<file path="src/rtl/mult_collect_pkg.sv">
// Shared types and helpers for the multiplier result collector.
package mult_collect_pkg;

    localparam int unsigned DEFAULT_DEPTH = 4;

    typedef struct packed {
        logic signed [31:0] result;
        logic               arg_err;
        logic               res_err;
    } t_res_entry;

    function automatic logic even_par32(input logic [31:0] d);
        return ^d;
    endfunction

endpackage

</file>
<file path="src/rtl/sync_fifo.sv">
// Generic single-clock FIFO; read data is the head register, valid whenever not empty.
module sync_fifo #(
    parameter int unsigned WIDTH = 8,
    parameter int unsigned DEPTH = 4
) (
    input  logic                     clk,
    input  logic                     rst,
    input  logic                     push,
    input  logic                     pop,
    input  logic [WIDTH-1:0]         wdata,
    output logic [WIDTH-1:0]         rdata,
    output logic                     full,
    output logic                     empty,
    output logic [$clog2(DEPTH):0]   level
);

    localparam int unsigned AW = $clog2(DEPTH);

    logic [WIDTH-1:0] mem [DEPTH];
    logic [AW-1:0]    wr_ptr;
    logic [AW-1:0]    rd_ptr;
    logic             do_push;
    logic             do_pop;

    assign full    = (level == (AW + 1)'(DEPTH));
    assign empty   = (level == '0);
    assign do_pop  = pop & ~empty;
    // A push into a full FIFO is accepted only when the head leaves in the same cycle.
    assign do_push = push & (~full | do_pop);
    assign rdata   = mem[rd_ptr];

    always_ff @(posedge clk or posedge rst) begin
        if (rst) begin
            wr_ptr <= '0;
            rd_ptr <= '0;
            level  <= '0;
            for (int unsigned i = 0; i < DEPTH; i++) begin
                mem[i] <= '0;
            end
        end else begin
            if (do_push) begin
                mem[wr_ptr] <= wdata;
                wr_ptr      <= wr_ptr + AW'(1);
            end
            if (do_pop) begin
                rd_ptr <= rd_ptr + AW'(1);
            end
            case ({do_push, do_pop})
                2'b10:   level <= level + 1'b1;
                2'b01:   level <= level - 1'b1;
                default: level <= level;
            endcase
        end
    end

endmodule

</file>
<file path="src/rtl/mult_result_collector.sv">
// Captures multiplier results on result_rdy rising edges, tags parity errors,
// buffers them for a valid/ready consumer and keeps saturating statistics.
module mult_result_collector
    import mult_collect_pkg::*;
#(
    parameter int unsigned DEPTH = DEFAULT_DEPTH,
    parameter int unsigned CNT_W = 16
) (
    input  logic                   clk,
    input  logic                   rst,
    input  logic [31:0]            result,
    input  logic                   result_parity,
    input  logic                   result_rdy,
    input  logic                   arg_parity_error,
    output logic                   out_valid,
    input  logic                   out_ready,
    output logic [31:0]            out_result,
    output logic                   out_arg_err,
    output logic                   out_res_err,
    output logic [$clog2(DEPTH):0] fifo_level,
    output logic [CNT_W-1:0]       cnt_results,
    output logic [CNT_W-1:0]       cnt_par_err,
    output logic [CNT_W-1:0]       cnt_drop
);

    logic       rdy_q;
    logic       capture;
    logic       pop;
    logic       drop;
    logic       full;
    logic       empty;
    t_res_entry entry;
    t_res_entry head;

    assign capture = result_rdy & ~rdy_q;
    assign pop     = out_ready & ~empty;
    assign drop    = capture & full & ~pop;

    // A flagged operand makes the product meaningless, so it is stored as zero.
    always_comb begin
        entry         = '0;
        entry.arg_err = arg_parity_error;
        if (!arg_parity_error) begin
            entry.result  = result;
            entry.res_err = even_par32(result) ^ result_parity;
        end
    end

    sync_fifo #(
        .WIDTH ($bits(t_res_entry)),
        .DEPTH (DEPTH)
    ) u_fifo (
        .clk   (clk),
        .rst   (rst),
        .push  (capture),
        .pop   (pop),
        .wdata (entry),
        .rdata (head),
        .full  (full),
        .empty (empty),
        .level (fifo_level)
    );

    assign out_valid   = ~empty;
    assign out_result  = head.result;
    assign out_arg_err = head.arg_err;
    assign out_res_err = head.res_err;

    always_ff @(posedge clk or posedge rst) begin
        if (rst) begin
            rdy_q       <= 1'b0;
            cnt_results <= '0;
            cnt_par_err <= '0;
            cnt_drop    <= '0;
        end else begin
            rdy_q <= result_rdy;
            if (capture && cnt_results != '1) begin
                cnt_results <= cnt_results + CNT_W'(1);
            end
            if (capture && (entry.arg_err | entry.res_err) && cnt_par_err != '1) begin
                cnt_par_err <= cnt_par_err + CNT_W'(1);
            end
            if (drop && cnt_drop != '1) begin
                cnt_drop <= cnt_drop + CNT_W'(1);
            end
        end
    end

endmodule

</file>
<file path="config.mk">
export PLATFORM = sky130hd
export DESIGN_NAME = mult_result_collector
export DESIGN_NICKNAME = d
export VERILOG_FILES = /design/src/rtl/mult_collect_pkg.sv /design/src/rtl/sync_fifo.sv /design/src/rtl/mult_result_collector.sv
export SDC_FILE = /design/constraint.sdc
export NUM_CORES = 1
export LEC_CHECK = 0
export CORE_UTILIZATION = 55
export CTS_BUF_LIST = sky130_fd_sc_hd__clkbuf_8 sky130_fd_sc_hd__clkbuf_16
export CTS_CLUSTER_DIAMETER = 100
export DETAILED_ROUTE_END_ITERATION = 12
export PLACE_DENSITY = 0.8
export SETUP_SLACK_MARGIN = 0.4
export SLEW_MARGIN = 20
export SYNTH_ARGS = -nofsm -noshare
export SYNTH_HDL_FRONTEND = slang
export SYNTH_SLANG_ARGS = --single-unit
</file>
<file path="constraint.sdc">
create_clock -name clk -period 7.33 [get_ports clk]
set_input_delay 1.466 -clock clk [delete_from_list [all_inputs] [get_ports clk]]
set_output_delay 1.466 -clock clk [all_outputs]
set_load 0.02 [all_outputs]
</file>
### Yosys cells after proc, flatten, opt, wreduce, memory -nomap -nowiden

Index checks and enable logic that the tools add are counted.

| storage, ports and cells | value |
|---|---|
| input port bits | 38 |
| output and inout port bits | 86 |
| logic and storage cells | 59 |
| bits in registers | 192 |

| operators by class | value |
|---|---|
| bitwise operators | 15 |
| multiplexer cells | 9 |
| equal/unequal tests | 6 |
| reduce and logical (&&, ||, !) cells | 8 |
| add/sub/neg operators | 7 |
| order comparisons | 3 |

Operators by type and width:

| kind | number |
|---|---|
| $bwmux W136 | 1 |
| $mux W34 | 3 |
| $bmux W34 S2 | 1 |
| $demux W34 S2 | 1 |
| $add A16 B1 Y16 const B | 3 |
| $ne A16 B16 Y1 const B | 3 |
| $mux W32 | 1 |
| $reduce_xor A32 Y1 | 1 |
| $and A1 B1 Y1 | 6 |
| $ge A3 B3 Y1 const B | 2 |
| $not A2 Y3 | 2 |
| $pmux W3 S2 | 1 |
| $logic_and A1 B1 Y1 | 5 |
| $add A2 B1 Y2 const B | 2 |
| $not A1 Y1 | 4 |
| $add A3 B1 Y3 const B | 1 |
| $eq A3 B3 Y1 const B | 1 |
| $logic_not A3 Y1 | 1 |
| $lt A3 B1 Y1 const B | 1 |
| $sub A3 B1 Y3 const B | 1 |
| $eq A2 B1 Y1 const B | 1 |
| $eq A2 B2 Y1 const B | 1 |
| $or A1 B1 Y1 | 2 |
| $reduce_bool A2 Y1 | 1 |
| other kinds (2) | 2 |

### Longest topological paths before layout

| logic depth | value |
|---|---|
| depth in word-level cells | 8 |
| gate-level depth with buffers | 9 |
| depth with buffers taken out | 9 |

### Hierarchy

Synthesis repeated with hierarchy kept, for this count alone.

| second synthesis, totals | value |
|---|---|
| cells, all modules | 643 |
| area total of the unflattened synthesis | 9098.7 um^2 |

Modules (own cells, without submodules):

| module | area each (um^2) | times used | seq. area each (um^2) | cells an instance |
|---|---|---|---|---|
| sync_fifo | 6322.3 | 1 | 3578.4 | 368 |
| mult_result_collector | 2776.4 | 1 | 1226.2 | 275 |

### Worst setup path before layout

Ideal clock, no wire load.

| timing | value |
|---|---|
| path type | register to output |
| start point | register u_fifo.rd_ptr[0] |
| end point | output port out_result[10] |
| setup slack | 3.952 ns |
| cell stages (with the launch flop) | 4 |
| path buffers | 2 |
| required time | 5.864 ns |
| data arrival time | 1.912 ns |
| path through | dfrtp_1 > clkbuf_1 > buf_1 > mux4_2 |

| between the ends | value |
|---|---|
| cells in the longest elaborated chain, start to end | 4 |

Ends and longest elaborated chain:

| item | RTL line | source |
|---|---|---|
| from (decl) | sync_fifo.sv:21 | `logic [AW-1:0] rd_ptr;` |
| from (signal assigned) | sync_fifo.sv:46 | `rd_ptr <= rd_ptr + AW'(1);` |
| $not A2 Y3 (implied by the code) | sync_fifo.sv:30 | `assign rdata = mem[rd_ptr];` |
| $bmux W34 S2 | sync_fifo.sv:30 |  |
| $mux W34 (implied by the code) (2 in series) | sync_fifo.sv:30 |  |
| to (decl) | mult_result_collector.sv:17 | `output logic [31:0] out_result,` |

Every way passes these cells. The select of a mux whose other input is x is not followed.

### Worst setup path in the final report

| timing | value |
|---|---|
| start point | register u_fifo.rd_ptr[1] |
| end point | output port out_res_err |

| between the ends | value |
|---|---|
| cells in the longest elaborated chain, start to end | 4 |

Ends and longest elaborated chain:

| item | RTL line | source |
|---|---|---|
| $not A2 Y3 (implied by the code) | sync_fifo.sv:30 |  |
| $bmux W34 S2 | sync_fifo.sv:30 |  |
| $mux W34 (implied by the code) (2 in series) | sync_fifo.sv:30 |  |
| to (decl) | mult_result_collector.sv:19 | `output logic out_res_err,` |

Every way passes these cells. The select of a mux whose other input is x is not followed.

==> reports/results.txt <==
The run gives 0.332 as the met1 track demand over resource. The tools report the final global-route overflow total as 0. The sequential area share after synthesis was 0.553. The met2 track demand over resource was 0.389.

The first global-routing pass estimated 30.3 mm of wire. The total area inside the core boundary comes to 15300 um^2. The startpoint class of the critical path is a flop. TritonCTS built the clock tree. Counting every instance in the synthesized netlist gives 787. Initial standard-cell utilization of the core: 0.567.

The tools report the number of global-route vias before repair as 6035. The logs give 0.796 for the routability congestion estimate and 6020 for the total number of vias. On the final layout, the worst clock skew is 0.0110 ns. The run gives 37 as the unique cell type count in the Yosys netlist. In the routed design, unresolved DRC markers number 0.

The clock period could shrink to 4.24 ns. The mapped netlist covers 8680 um^2. In this run the number of H-tree levels came out at 4. Using the TritonRoute via totals, the vias-per-cell ratio works out to 5.40. Once detailed placement completed, the half-perimeter wirelength came to 11.4 mm. The placed instances occupy a cell area of 10100 um^2. The run finished with clean final reports. The total of endpoints with negative setup slack in the final report came out at 0. Buffers added to address setup during post-CTS repair amount to 0.

The detailed-routing iteration count for the pre-antenna-repair pass came out at 4. TritonCTS created 17 clock buffers. The tools report the category of the worst setup path capture point as an output pin. For the met3 routing resource usage after global routing, the log shows 0.0549. The power density of the placed cells works out to 403 nW/um^2. With fillers left out, the area of the finished cells amounts to 10700 um^2.

For the sequential fraction of design power, the log shows 0.396. For the pin with the worst max-slew slack, the measured transition is 0.991 ns. The hold buffer count at cts is 0. IR analysis of the VDD net gives a maximum drop of 0.258 mV. Buffers placed on the I/O ports in this run total 123.

Setup repair after global routing left no endpoint under its margin. The pin count of the biggest net entering global routing came out at 99. Based on the critical path, the design can be clocked at up to 236 MHz. Ranked by total cell area, the synthesized netlist is headed by dfrtp_1 (55%), mux4_2 (8.8%), o21ai_0 (7.6%).

The internal power of the cells totals 0.00284 W. The number of antenna diodes in the final layout is 0. In this run the core area contains 45 standard-cell rows.

The proportion of total power due to net switching was 0.341; the number of instances in the placed design was 1084. The combined global-route utilization of all metal layers is 0.242. The worst hold path cell count was 2.

In this run, synthesis produced a sequential element count of 192. The number of cells traversed by the worst register-to-register path was 4; the reported max-cap violation count was 0. The routed wire length per instance works out to 16.3 um. The post-synth net total was 834.

The most common cell in the synthesized netlist is dfrtp_1. The run gives 0 as the post-CTS resize count. The type of the worst min-delay path is flop to flop. For this design the static power due to leakage is 4.64 nW. After the flow finishes, the layout carries non-filler instances totaling 1115. Number of endpoints with negative hold slack in the final report: 0.

Data on the critical path is required at its endpoint by 5.86 ns. The height of the die was 128 um; the clock transition at the registers of the reported paths was 0.07 ns. In this run the horizontal extent of the chip is 128 um. The tools report the number of DRC violations after detailed-routing iteration 0 as 292. Dividing the synthesized area by the synthesized cell count gives 11.0 um^2.

The most frequently used flop master after synthesis was dfrtp_1. The run gives 18.2 mm as the sum of routed wire length over all layers. The area growth from synthesis to layout works out to 23.3%.

The floorplan step defined a die boundary enclosing 16300 um^2. The maximum clock path buffer count was 2; the biggest fanout along the worst timing path was 25. After routing, the total negative slack on setup checks comes to 0 ns.

Counting flops with a built-in enable in the synthesized netlist gives 0. The fraction of synthesis flops using an asynchronous set or reset pin was 1.00. The Yosys step of the flow raised 0 warnings. met2 is the most crowded layer. Pin placement for this block handled 124 I/O pins. The fraction of the cycle the final worst path needs works out to 0.578. The library cell occupying the most area in the post-synthesis netlist is dfrtp_1.

The data arrival time of the critical path is 2.77 ns, and the ratio of cells with drive above 1 in the final layout is 0.0929. The clock sink count was 192; the headroom to the max-slew limit was 0.337. In the final design database the tool counted 939 nets. The initial antenna violation count was 0. The root cell of the clock tree is clkbuf_16. Final number of max-transition violations: 0. The later pin in the worst-skew pair is clocked with a latency of 0.43 ns. The share of power burned in the clock network was 0.225.

The power spent charging and discharging nets is 0.00147 W. The remaining antenna violation count was 0; the logic gate share of total power was 0.379. By startpoint and endpoint, the worst setup path is classified as flop to output pin. The commonest cells after synthesis are dfrtp_1 (192), nand2_1 (162), o21ai_0 (131). Proportion of netlist area held by the largest area contributor: 0.553.
-- registers in the layout, indices dropped and copies added (netlist names) --
signal	count
rdy_q	1
cnt_drop	16
cnt_par_err	16
u_fifo.wr_ptr	2
u_fifo.level	3
u_fifo.rd_ptr	2
u_fifo.mem	136
cnt_results	16
-- final timing paths --
kind,slack [ns],from,to
setup / recovery,3.09,u_fifo.rd_ptr[1],out_res_err
min in group asynchronous,1.56,rst,cnt_results[1]
hold / removal,0.48,u_fifo.mem[11],u_fifo.mem[11]
setup reg to reg,4.79,rdy_q,u_fifo.mem[69]
max in group asynchronous,4.48,rst,u_fifo.mem[120]
hold reg to reg,0.48,u_fifo.mem[11],u_fifo.mem[11]
-- cell families after synthesis --
| kind of cell | share of synthesized area |
|---|---|
| adder cells (fa/ha/maj) | 0.0138 |
| buffers and inverters | 0.0238 |
| AND/OR/NAND/NOR | 0.141 |
| flip-flops | 0.553 |
| XOR/XNOR | 0.0850 |
| multiplexers | 0.0999 |
| AO/OA/AOI/OAI | 0.0832 |
-- critical path, stage by stage, from the launching register on --
cell and delay [ns]:
dfrtp_1 0.72, buf_4 0.48, mux4_2 0.58, clkdlybuf4s50_1 0.57
-- routing by layer --
| layer | wire length, um | share of wire | vias to the layer above |
|---|---|---|---|
| li1 | - | - | 2895 |
| met1 | 8220 | 0.45 | 2936 |
| met2 | 8710 | 0.48 | 161 |
| met3 | 907 | 0.050 | 28 |
| met4 | 309 | 0.017 | 0 |
| met5 | 0 | 0 | - |
-- cell type report --
cell class	instances	area (um^2)
clock buffers	19	453
multi-input cells	542	3700
clock inverters	12	168
flip-flops and latches	192	4810
repair buffers	128	1270
inverters	11	46.3
well taps	211	264
fillers	1144	4610
-- power groups by stage --
| stage | registers (W) | clock network (W) | logic [W] |
|---|---|---|---|
| after floorplan | 0.00167 | 0 | 0.00105 |
| after global placement | 0.00169 | 0 | 0.00160 |
| after detailed placement | 0.00171 | 0 | 0.00164 |
| after CTS | 0.00170 | 0.000986 | 0.00165 |
| after global routing | 0.00175 | 0.00103 | 0.00178 |
| final | 0.00170 | 0.000970 | 0.00164 |
-- per-stage QoR --
step | util | hold WS (ns) | total power [W] | setup slack, ns
finish | 0.699 | 0.478 | 0.00431 | 3.09
global route | 0.699 | 0.500 | 0.00456 | 2.99
CTS | 0.698 | 0.480 | 0.00433 | 3.04
detailed placement | 0.657 | 0.465 | 0.00335 | 3.14
global placement | 0.657 | 0.457 | 0.00329 | 3.25
floorplan | - | 0.443 | 0.00272 | 0.637
-- layout by cell type (no fill, tap or decap), types with 2 or more instances in the layout --
master	n
nand2_4	4
o21ai_0	131
mux2_2	7
nor3_1	7
ha_1	8
xnor2_1	63
nand2b_1	31
inv_1	12
clkbuf_16	17
nor2b_1	2
inv_6	2
nor2_1	17
nand4_1	12
clkdlybuf4s50_1	123
clkinv_2	3
xor2_1	16
and4_1	3
or2b_1	2
and2_1	3
and3_1	7
buf_4	5
dfrtp_1	191
bufinv_16	4
mux4_2	34
nand3_1	19
nand2_1	158
o31ai_1	4
clkbuf_8	2
(Power assumes the default switching activity.)
